## src/rtl/song_player.sv

```systemverilog
// song_player: sequences notes from a song ROM into a tone generator, with
// per-note duration, articulation gap, pause, stop and done signalling.
module song_player #(
   parameter int UNIT_CYCLES = 6250000,
   parameter int GAP_CYCLES  = 625000
) (
   input  logic        clk,
   input  logic        rst_n,
   input  logic        start,
   input  logic        stop,
   input  logic        pause,
   input  logic [2:0]  song_sel,
   input  logic [20:0] track,
   input  logic [2:0]  octave,
   input  logic [2:0]  note,
   input  logic [2:0]  full_note,
   input  logic [3:0]  length,
   output logic [2:0]  song,
   output logic [20:0] cnt,
   output logic        tone_en,
   output logic [2:0]  tone_octave,
   output logic [2:0]  tone_note,
   output logic        busy,
   output logic        done
);
   localparam longint MAXC = 256 * longint'(UNIT_CYCLES);
   localparam int TW = $clog2(MAXC + 1);
   typedef enum logic [1:0] {IDLE, FETCH, PLAY, PAUSED} state_t;
   state_t state, ret;
   logic [TW-1:0] total, elapsed, nxt, thr, dur;
   logic [2:0] fn;
   logic [8:0] units;
   logic ending, last;
   always_comb begin
      fn     = (full_note > 3'd4) ? 3'd4 : full_note;
      units  = {4'd0, 5'(length) + 5'd1} << (3'd4 - fn);
      dur    = TW'(units) * TW'(UNIT_CYCLES);
      nxt    = elapsed + TW'(1);
      thr    = total - TW'(GAP_CYCLES);
      ending = elapsed == total - TW'(1);
      last   = ({1'b0, cnt} + 22'd1) >= {1'b0, track};
   end
   assign busy = state != IDLE;
   // A cycle spent in PLAY always consumes one elapsed tick, even on the
   // cycle that enters PAUSED, so pausing never changes audible time.
   always_ff @(posedge clk or negedge rst_n) begin
      if (!rst_n) begin
         state       <= IDLE;
         ret         <= IDLE;
         song        <= '0;
         cnt         <= '0;
         tone_en     <= 1'b0;
         tone_octave <= '0;
         tone_note   <= '0;
         done        <= 1'b0;
         total       <= '0;
         elapsed     <= '0;
      end else begin
         done <= 1'b0;
         if (stop && state != IDLE) begin
            state   <= IDLE;
            cnt     <= '0;
            tone_en <= 1'b0;
            elapsed <= '0;
         end else begin
            case (state)
               IDLE: if (start && !stop) begin
                  song  <= song_sel;
                  cnt   <= '0;
                  state <= FETCH;
               end
               FETCH: if (pause) begin
                  ret   <= FETCH;
                  state <= PAUSED;
               end else if (track == '0) begin
                  done  <= 1'b1;
                  state <= IDLE;
               end else begin
                  tone_octave <= octave;
                  tone_note   <= note;
                  total       <= dur;
                  elapsed     <= '0;
                  tone_en     <= 1'b1;
                  state       <= PLAY;
               end
               PLAY: if (ending) begin
                  tone_en <= 1'b0;
                  elapsed <= '0;
                  if (last) begin
                     done  <= 1'b1;
                     state <= IDLE;
                  end else begin
                     cnt   <= cnt + 21'd1;
                     state <= FETCH;
                  end
               end else begin
                  elapsed <= nxt;
                  tone_en <= !pause && nxt < thr;
                  ret     <= PLAY;
                  state   <= pause ? PAUSED : PLAY;
               end
               PAUSED: if (!pause) begin
                  state   <= ret;
                  tone_en <= ret == PLAY && elapsed < thr;
               end
               default: state <= IDLE;
            endcase
         end
      end
   end
endmodule

```

## config.mk

```make
export PLATFORM = sky130hd
export DESIGN_NAME = song_player
export DESIGN_NICKNAME = d
export VERILOG_FILES = /design/src/rtl/song_player.sv
export SDC_FILE = /design/constraint.sdc
export NUM_CORES = 1
export LEC_CHECK = 0
export CORE_UTILIZATION = 40
export DETAILED_ROUTE_END_ITERATION = 8
export HOLD_SLACK_MARGIN = 0.08
export SETUP_SLACK_MARGIN = 0.1
export SLEW_MARGIN = 20
export SYNTH_ARGS = -nofsm -noshare
export SYNTH_HDL_FRONTEND = slang
export SYNTH_SLANG_ARGS = --single-unit
export TNS_END_PERCENT = 30
```

## constraint.sdc

```tcl
create_clock -name clk -period 4.4 [get_ports clk]
set_input_delay 0.44 -clock clk [delete_from_list [all_inputs] [get_ports clk]]
set_output_delay 0.44 -clock clk [all_outputs]
set_load 0.05 [all_outputs]
```

# ---- Word level (Yosys, flattened, before mapping)
# Cells that the tools add are included.
dict set report totals {
  register_bits 94
  latch_bits 0
  ramBits 0
  romBits 0
  in_bits 42
  output_inout_bits 33
  memories 0
}
dict set report classes {
  n_addsub 7
  multipliers 1
  div_mod_pow 0
  order_cmp 4
  eq_ne 13
  shifts 1
  n_mux 35
  n_bitwise 3
  reduce_logical 20
}
# op count
set ops {}
lappend ops {{2-to-1 mux 31 bit} 4}
lappend ops {{2-to-1 mux 21 bit} 4}
lappend ops {{less-than comparator 31 bit} 2}
lappend ops {{case mux 31 bit (2 select lines)} 1}
lappend ops {{case mux 21 bit (2 select lines)} 1}
lappend ops {{adder 31 x 1 -> 31 bit (second input constant)} 1}
lappend ops {{equality test 31 bit} 1}
lappend ops {{subtractor 31 x 1 -> 31 bit (second input constant)} 1}
lappend ops {{subtractor 31 x 20 -> 31 bit (second input constant)} 1}
lappend ops {{multiplier 9 x 19 -> 27 bit (second input constant)} 1}
lappend ops {{adder 21 x 1 -> 22 bit (second input constant)} 1}
lappend ops {{>= comparator 22 x 21 -> 1 bit} 1}
lappend ops {{adder 21 x 1 -> 21 bit (second input constant)} 1}
lappend ops {{zero test 21 bit} 1}
lappend ops {{!= test 3 bit (second input constant)} 6}
lappend ops {{2-to-1 mux 2 bit} 8}
lappend ops {{AND reduction 4 bit} 4}
lappend ops {{2-to-1 mux 1 bit} 12}
lappend ops {{left shift 5 x 3 -> 9 bit} 1}
lappend ops {{case mux 2 bit (4 select lines)} 1}
lappend ops {{equality test 2 bit (second input constant)} 3}
lappend ops {{AND reduction 3 bit} 2}
lappend ops {{nonzero test 3 bit} 2}
lappend ops {{adder 4 x 1 -> 5 bit (second input constant)} 1}
lappend ops {{other kinds (15)} 23}

# ---- Longest topological paths before layout
# Gate-level depths: netlist (run 1).
dict set report logic_depth {
  depth_word 6
  depth_mapped 27
  depth_no_buf 26
}

# ---- Worst setup path before layout (run 1)
# No wires, ideal clock.
dict set report synth_timing {
  path_kind {input to register}
  from {in full_note[0]}
  to {reg total[30]}
  arrival_time_ps 6584
  slack_ps -2319
  stages 26
  n_path_buf 2
  cell_sequence {nor2b_1 -> clkbuf_1 -> inv_1 -> ha_1 -> clkbuf_1 -> mux2_2 -> o22ai_1 -> inv_1 -> fa_1 -> inv_1 -> fa_1 -> inv_1 -> fa_1 -> inv_1 -> fa_1 -> inv_1 -> ha_1 -> a21oi_1 -> nor3b_1 -> a2111oi_0 -> o31a_1 -> o21a_1 -> nor2_1 -> o21ai_0 -> xnor2_1 -> o21ai_0}
}
dict set report synth_between {
  elab_chain_len 5
}
# item line
set synth_lines {}
lappend synth_lines {{start, declared} 16} ;# input logic [2:0] full_note,
lappend synth_lines {{greater-than comparator 3 bit} 35} ;# fn = (full_note > 3'd4) ? 3'd4 : full_note;
lappend synth_lines {{2-to-1 mux 3 bit (*)} 35}
lappend synth_lines {{subtractor 3 bit (*)} 36} ;# units = {4'd0, 5'(length) + 5'd1} << (3'd4 - fn);
lappend synth_lines {{left shift 5 x 3 -> 9 bit (*)} 36}
lappend synth_lines {{multiplier 9 x 19 -> 27 bit (*)} 37} ;# dur = TW'(units) * TW'(UNIT_CYCLES);
lappend synth_lines {{end signal, assigned} 81} ;# total <= dur;
lappend synth_lines {{end, declared} 30} ;# logic [TW-1:0] total, elapsed, nxt, thr, dur;
# Every way passes the cells marked *; elsewhere a longest branch is shown, timed or not.
# A chain may end at the register's enable or synchronous reset.

# ---- Worst setup path after layout (run 1)
dict set report layout_timing {
  from {in full_note[2]}
  to {reg total[28]}
}
# The elaborated chain is that of the path after synthesis.

==> run metrics, run 1 <==
Pleak=6.850 nW; 1st-iter DRT viols=about 450; DRC=0; Worst Tran Pin Value=922.6 ps; final hold vios=0; Max Buffers Root-to-Sink=2; clk root buf=clkbuf_16; HPWL after DPL=~24 mm; core area=about 28000 um2; Clock Latency Late Sink=370 ps; RSZ-0062 raised after global routing=true; Pre-antenna DRT Iters=6; post-synthesis average cell area=roughly 8.6 um2; CP arrival=5860 ps; failing checks=negative setup slack; Layout Nets=approximately 1700; most frequent cells in the layout=buf_4, inv_1, ha_1, nand2_1, dfrtp_1; initial core utilization=around two fifths; Worst Reg-to-Reg Cells=19; PortBufs=74; Netlist cell types=85; r2r setup slk=330 ps; ant diodes=0; Synth Register Bits=94; clk slew on worst S/H paths=80 ps; syn_nets=1541; # H-tree levels=3; DIE HEIGHT=170.0 um; total CTS buffers=9; critical path fanouts, max=4; pre-CTS setup slack=-1972 ps; Area Overhead vs Synth=27.28%; f_max=roughly 180 MHz; clock sink count=between 90 and 100; most common cell after layout, fill and taps aside=buf_4; Netlist Area Pre-Place=between 10000 and 15000 um2; largest cells by area after synthesis=dfrtp_1, ha_1, fa_1; initial antenna violation count=0; Yosys top cell area share=between 20% and 30%; final setup fails=15; worst clock skew=21.35 ps; gr usage total=21.54%; period utilization=127.5%; Final Core Density=about half; final WL=around 30 mm; Max Cap Viol=0; slew margin rel.=38.43%; Routed WL per cell=between 15 and 20 um; Synth Flop Type=dfrtp_1; vias in the first global route=~10000; Ys Warns=0; Power Density=708.2 nW/um2; Post-Synthesis Cells=1312; Placement Rows=about 60; GP Congestion=0.8965; R2R Path End=tone_en; critical path class=primary input to register; sequential share of the synthesized area=20.84%; num ports=75; CTS tree=built; GRT overflow=0; largest net degree at the start of global routing=60; final critical-path required period=5609 ps; async set-reset flop share out of synthesis=100.0%; Worst Setup End Kind=register; CP Launch Type=primary input; post-route setup slack=-1209 ps; layout cells sized above 1=22.08%; area leader, netlist=dfrtp_1; number of flops mapped to enable cells by yosys=0; die area=28890 um2; DR vias=~10000; vias per cell=5.285; Routed Antenna Nets=0; Max Transition Viols Final=0; launch point of the worst reg-to-reg path=total[4]; Hold Crit Class=primary input to async pin; worst endpoint required time=4650 ps; first-pass GRT wire length=50.14 mm; status=finished with violations; die width=170.0 um; IR Drop Worst-Case VDD=between 1 and 1.5 mV
-- area by class of cell --
cell class              instances  area [um2]
fillers                      2603       13420
multi-input cells            1013        8621
flip-flops and latches         94        2354
repair buffers                248        2085
inverters                     142       540.5
well taps                     378       473.0
clock buffers                  10       239.0
clock inverters                 6       51.30
-- what timing repair did --
item	CTS	global route
endpoints found under the setup margin	19	38
resized for setup	58	63
setup buffers	9	11
endpoints found under the hold margin	0	0
cloned	0	0
pin swaps	39	60
hold buffers	0	0
-- logic make-up (layout without fill, tap and decap cells) --
kind of cell | after synthesis | in the layout | synth area share, %
AO/OA/AOI/OAI | 286 | 286 | 17.25
multiplexers | 21 | 21 | 2.051
XOR/XNOR | 118 | 118 | 9.158
AND/OR/NAND/NOR | 400 | 400 | 19.27
buffers and inverters | 205 | 406 | 7.462
other | 1 | 1 | 0.03323
flip-flops | 94 | 94 | 20.84
adder cells (fa/ha/maj) | 187 | 187 | 23.93
-- cells in the mapped netlist (all sizes together) (8+ instances only) --
cell type    n
inv        142
ha         139
nand2      109
dfrtp       94
xnor2       73
o21ai       71
nor2        60
a21oi       53
clkbuf      48
fa          48
xor2        45
nand3       44
nand4       30
a22o        27
nor4        26
nor3        25
a21o        24
and3        22
nor2b       21
o31ai       20
mux2        17
buf         15
a211oi      14
nand2b      13
o211ai      11
or3         11
nand3b       8
or2          8
-- critical path, stage by stage --
cell and delay, ps:
buf_8 100, nor2b_4 170, inv_6 60, buf_4 130, buf_4 150, nor2_4 110
a21oi_4 50, mux2_4 280, o22ai_4 210, inv_2 70, fa_2 610, buf_4 130
buf_4 100, fa_1 420, fa_1 500, inv_1 60, fa_1 540, inv_1 50
ha_1 350, buf_4 180, a21o_1 170, o31a_1 320, o21a_1 200, nor2_2 140
buf_4 130, xor2_1 120, o21ai_1 80
-- state kept, by name, indices dropped and copies added, names as in the netlist --
signal	flops
elapsed	31
total	27
cnt	21
song	3
tone_note	3
tone_octave	3
ret	2
state	2
done	1
tone_en	1
-- worst max path at each step --
stage | from | endpoint | cells past startpoint
finish | full_note[2] | total[28] | 27
global route | full_note[2] | total[28] | 28
CTS | full_note[0] | total[30] | 28
detailed placement | full_note[2] | total[29] | 29
global placement | full_note[2] | total[30] | 27
floorplan | full_note[0] | total[30] | 26
-- power by group --
| part | total [mW] | switching (mW) | internal [mW] | leakage, nW |
|---|---|---|---|---|
| clock | 0.801 | 0.391 | 0.410 | 0.146 |
| sequential | 1.36 | 0.316 | 1.05 | 1.24 |
| combinational | 8.01 | 4.13 | 3.88 | 5.46 |
-- through the flow --
| stage | hold WS, ps | std cells | TNS [ps] | total power [mW] | cell area [um2] |
|---|---|---|---|---|---|
| after floorplan | 144.4 | 1312 | -14450 | 5.919 | 11420 |
| after detailed placement | 495.8 | 1857 | -26150 | 8.292 | 13500 |
| after global placement | 486.0 | 1857 | -25000 | 8.192 | 13500 |
| after global routing | 226.0 | 1891 | -15320 | 11.19 | 14360 |
| final | 147.4 | 1891 | -12030 | 10.17 | 14360 |
| after CTS | 193.4 | 1881 | -13150 | 9.481 | 14040 |
-- routing by layer --
layer  global-route usage (%)  vias to the layer above  routed length (um)
li1                         -                     5008                   -
met1                    27.53                     4757               13630
met2                    37.97                      184               14620
met3                    2.767                       45                1066
met4                    5.758                        0                 632
met5                        0                        -                   0
No activity file was read; power rests on OpenSTA's default activity.
==> run 2: changes to the inputs <==
Clock period 4.4 ns to 4.95 ns, I/O delays scaled along.
==> run 2 against run 1 <==
The flow still finishes with violations (negative setup slack). Non-clock buffer count is 41 lower. Power fell by 17%. Count of clock-buffer cells in the layout shrank 1. Largest cell class unchanged.
==> run metrics, run 2 (synthesis results as in run 1) <==
cell area after layout=13870 um2 (-3.5%); pre-CTS setup slack=-1644 ps (+327.6 ps); vias in the first global route=9679 (-4.8%); die width=170.0 um (unchanged); post-route setup slack=-685.9 ps (+522.9 ps); Routed WL per cell=15.63 um (-1.3%); # H-tree levels=3 (unchanged); Area Overhead vs Synth=22.87%; Hold Slack=137.4 ps (-10.00 ps); Layout Nets=1696 (-2.4%); worst clock skew=18.81 ps (-2.533 ps); DP Area=13170 um2 (-2.4%); final setup fails=11 (-4); most common cell after layout, fill and taps aside=inv_1; ant diodes=0 (unchanged); Max Transition Viols Final=0 (unchanged); status=finished with violations; met1 global-route usage=27.51% (about the same); CP Launch Type=primary input; largest net degree at the start of global routing=55 (-8.3%); total CTS buffers=9 (unchanged); grt met3 use=2.279% (-0.49 points); first-pass GRT wire length=48.62 mm (-3.0%); final WL=28.91 mm (-3.5%); 1st-iter DRT viols=478 (+6.7%); final critical-path required period=5636 ps; max reg flops=31 (unchanged); PortBufs=74 (unchanged); Max Buffers Root-to-Sink=2 (unchanged); CTS tree=built; HPWL after DPL=23.31 mm (-1.9%); gr usage total=21.10% (-0.44 points); slew margin rel.=40.22% (+1.8 points); r2r setup slk=470 ps (+140 ps); period utilization=113.9%; Worst Tran Pin Value=888.5 ps (-34.13 ps); Largest Register=elapsed; DRC=0 (unchanged); layout cells sized above 1=18.34% (-3.7 points); Routed Antenna Nets=0 (unchanged); critical path class=primary input to register; Worst Setup End Kind=register; failing checks=negative setup slack; Pre-antenna DRT Iters=5 (-1); DIE HEIGHT=170.0 um (unchanged); IR Drop Worst-Case VDD=0.9268 mV (-28%); vias per cell=5.328 (+0.80%); DR vias=9856 (-1.4%); core area=27780 um2 (unchanged); Power Density=608.8 nW/um2 (-14%); M2 GR Usage=37.19% (-0.78 points); worst endpoint required time=5180 ps (+530 ps); Hold Crit Class=primary input to async pin; most frequent cells in the layout=inv_1, ha_1, buf_4, nand2_1, dfrtp_1; Placement Rows=61 (unchanged); final hold vios=0 (unchanged); critical path fanouts, max=4 (unchanged); initial antenna violation count=0 (unchanged); Pleak=6.611 nW (-3.5%); Clock Latency Late Sink=370 ps (about the same); Largest regs=elapsed x31, total x27, cnt x21; GP Congestion=0.8799 (-1.9%); clk root buf=clkbuf_16; Top Usage Layer GRT=met2; GRT overflow=0 (unchanged); CP arrival=5870 ps (about the same); die area=28890 um2 (unchanged); clock sink count=94 (unchanged); Max Cap Viol=0 (unchanged); f_max=177.4 MHz; initial core utilization=40.62% (unchanged); clk slew on worst S/H paths=70 ps (about the same); num ports=75 (unchanged); RSZ-0062 raised after global routing=true
run 2: per-layer routing:
| layer | routed length [um] | part of all wire (%) |
|---|---|---|
| met2 | 14340 | 50 |
| met3 | 920 | 3.2 |
| met1 | 13200 | 46 |
| met4 | 443 | 1.5 |
| met5 | 0 | 0 |
run 2: power breakdown:
group / switching [mW] / internal (mW)
Sequential: 0.309 / 0.929
Clock: 0.347 / 0.353
Combinational: 3.41 / 3.09
Total: 4.07 / 4.37
run 2: layout make-up:
cell class	count	area [um2]
Tap cell	378	473.0
Sequential cell	94	2352
Timing Repair Buffer	207	1742
Clock buffer	9	225.2
Fill cell	2682	13920
Clock inverter	7	61.31
Inverter	142	538.0
Multi-Input combinational cell	1013	8474
run 2: worst max-delay path, cell delays in order:
cell and delay, ps:
buf_6 100, nor2b_4 140, inv_4 60, buf_12 120, ha_4 280, mux2_4 320
o22ai_4 180, inv_2 70, fa_2 610, inv_2 60, buf_6 110, fa_1 490
inv_2 40, fa_1 480, inv_2 40, fa_1 480, inv_2 40, ha_4 230
a21oi_4 150, nor3b_4 300, a2111oi_4 130, o31a_1 280, o21a_1 200, nor2_2 160
o21ai_2 70, xnor2_1 150, o21ai_1 70
run 2: final timing paths:
kind                                     start             end  cells after the start
worst max-delay path              full_note[2]       total[30]                     27
worst max register to register      elapsed[7]         tone_en                     17
worst min-delay path                     rst_n      elapsed[3]                      1
worst min register to register  tone_octave[1]  tone_octave[1]                      1
max in group asynchronous                rst_n     elapsed[28]                      2
min in group clk                tone_octave[1]  tone_octave[1]                      1
run 2: repair_timing:
item                       4_1_cts  5_1_grt
hold endpoints to repair         0        0
hold buffers                     0        0
cloned                           0        0
gates resized for setup         49       35
pin swaps                       28       35
buffers inserted                14        5
setup endpoints to repair       15       16
run 2: per-stage QoR:
stage | utilization [%] | setup TNS (ps) | power (mW) | cells
4_1_cts | 49.34 | -6697 | 8.223 | 1847
3_5_place_dp | 47.42 | -17610 | 7.195 | 1818
5_1_grt | 49.91 | -8657 | 9.306 | 1850
2_1_floorplan | - | -6838 | 5.259 | 1312
6_report | 49.91 | -5490 | 8.442 | 1850
3_3_place_gp | 47.42 | -16670 | 7.100 | 1818
==> run 3: changes to the inputs <==
Settings changed: SETUP_SLACK_MARGIN 0.1 to unset, SKIP_CTS_REPAIR_TIMING set to 1.
Clock period 4.95 ns to 6.4 ns, I/O delays scaled along.
==> run 3 against run 2 <==
The run now ends clean. Worst hold slack improved by 77 ps. Clock power shrank 24%. Global-route usage fell by 0.54 points. Via count shrank 1.7%. Power is 29% lower. Combinational power shrank 31%. Sequential cell count unchanged. Largest power group unchanged.
==> run metrics, run 3 (synthesis results as in run 1) <==
status=finished clean; Power Density=455.5 nW/um2 (-25%); dpl cells=1785 (-1.8%); Final Core Density=47.65% (-2.3 points); PortBufs=74 (unchanged); final WL=28.56 mm (-1.2%); critical path fanouts, max=3 (-1); first-pass GRT wire length=47.53 mm (-2.2%); Worst Tran Pin Value=990.6 ps (+102.1 ps); launch point of the worst reg-to-reg path=cnt[0]; DIE HEIGHT=170.0 um (unchanged); clk root buf=clkbuf_16; period utilization=96.39%; 1st-iter DRT viols=479 (+0.21%); final setup fails=0 (-11); clock sink count=94 (unchanged); IR Drop Worst-Case VDD=0.4343 mV (-53%); clk slew on worst S/H paths=80 ps (about the same); largest net degree at the start of global routing=61 (+11%); final critical-path required period=6169 ps; final hold vios=0 (unchanged); DRC=0 (unchanged); f_max=~160 MHz; Worst Setup End Kind=register; Max Cap Viol=0 (unchanged); worst endpoint required time=6620 ps (+1440 ps); most common cell after layout, fill and taps aside=inv_1; die area=28890 um2 (unchanged); slew margin rel.=33.89% (-6.3 points); CP max-delay cell=fa_2; Max Transition Viols Final=0 (unchanged); Crit path largest cell delay=600 ps (about the same); gr usage total=20.56% (-0.54 points); Hold Slack=214.6 ps (+77.22 ps); fin cells=1801 (-2.6%); GRT overflow=0 (unchanged); initial core utilization=40.62% (unchanged); # H-tree levels=3 (unchanged); most frequent cells in the layout=inv_1, ha_1, nand2_1, dfrtp_1, buf_4; Fillers=2711 (+1.1%); critical path class=primary input to register; Largest regs=elapsed x31, total x27, cnt x21; area of the multi-input gates=8222 um2 (-3.0%); Routed Antenna Nets=0 (unchanged); initial antenna violation count=0 (unchanged); r2r setup slk=1890 ps (+1420 ps); Routed WL per cell=15.86 um (+1.5%); DP Area=12860 um2 (-2.4%); Layout Nets=1647 (-2.9%); CTS tree=built; ant diodes=0 (unchanged); vias per cell=5.382 (+1.0%); Post-Route Setup TNS=0 ps (+5490 ps); layout cells sized above 1=12.23% (-6.1 points); register area=2352 um2 (unchanged); CP Launch Type=primary input; HPWL after DPL=23.19 mm (-0.52%); die width=170.0 um (unchanged); DR vias=9693 (-1.7%); cell area after layout=13240 um2 (-4.5%); GP Congestion=0.8467 (-3.8%); CP arrival=6390 ps (+520 ps); Worst Reg-to-Reg Cells=16 (-1); total CTS buffers=9 (unchanged); R2R Path End=cnt[0]; vias in the first global route=9403 (-2.9%); core area=27780 um2 (unchanged); max reg flops=31 (unchanged); num ports=75 (unchanged); CP startpoint=length[0]; Largest Register=elapsed; Clock Latency Late Sink=370 ps (about the same); Pleak=6.312 nW (-4.5%); Placement Rows=61 (unchanged); Max Buffers Root-to-Sink=2 (unchanged); Pre-antenna DRT Iters=5 (unchanged); Area Overhead vs Synth=17.31%; Hold Crit Class=primary input to async pin; worst clock skew=18.19 ps (-0.6203 ps)
run 3: cell count changes in the layout (fill, tap and decap cells not counted), moves of 6 or more:
cell	before	now
o21ai_0	57	64
inv_1	132	138
buf_4	131	85
a21oi_1	42	48
clkdlybuf4s50_1	66	72
ha_4	8	2
run 3: report_power, final:
group / total (mW) / internal, mW / switching, mW
combinational: 4.51 / 2.09 / 2.42
clock: 0.535 / 0.270 / 0.265
sequential: 0.987 / 0.718 / 0.269
run 3: stage by stage:
step	power [mW]	worst slack (ps)
2_1_floorplan	3.975	56.86
3_3_place_gp	5.322	-281.0
3_5_place_dp	5.372	-374.5
4_1_cts	5.936	-8.598
5_1_grt	6.657	-0.6395
6_report	6.030	231.3
run 3: layout make-up:
cell class                      count  share of cell area (%)
Multi-Input combinational cell   1013                   62.11
Sequential cell                    94                   17.77
Timing Repair Buffer              158                   10.36
Inverter                          142                   4.026
Tap cell                          378                   3.573
Clock buffer                       10                   1.730
Clock inverter                      6                  0.4348
run 3: routing by layer:
| layer | part of all wire (%) | wire [um] | vias up | global-route usage [%] |
|---|---|---|---|---|
| met4 | 1.7 | 493 | 0 | 5.562 |
| met3 | 2.5 | 725 | 33 | 2.047 |
| met1 | 47 | 13460 | 4666 | 27.44 |
| li1 | - | - | 4830 | - |
| met5 | 0 | 0 | - | 0 |
| met2 | 49 | 13880 | 164 | 35.25 |
run 3: worst max-delay path by stage:
stage	endpoint	slack, ps	cells after the start
after global placement	total[30]	-280	27
after floorplan	total[30]	60	26
after global routing	total[26]	-0.6	28
after detailed placement	total[30]	-370	27
after CTS	total[30]	-9	27
final	total[30]	230	26
run 3: critical path: cells and delay by family:
kind,cells,cell delay (ps)
xor+xnor,1,150
simple gates,3,410
mux,1,290
fa+ha+maj,6,2560
buf+inv,6,780
compound gates,9,1520
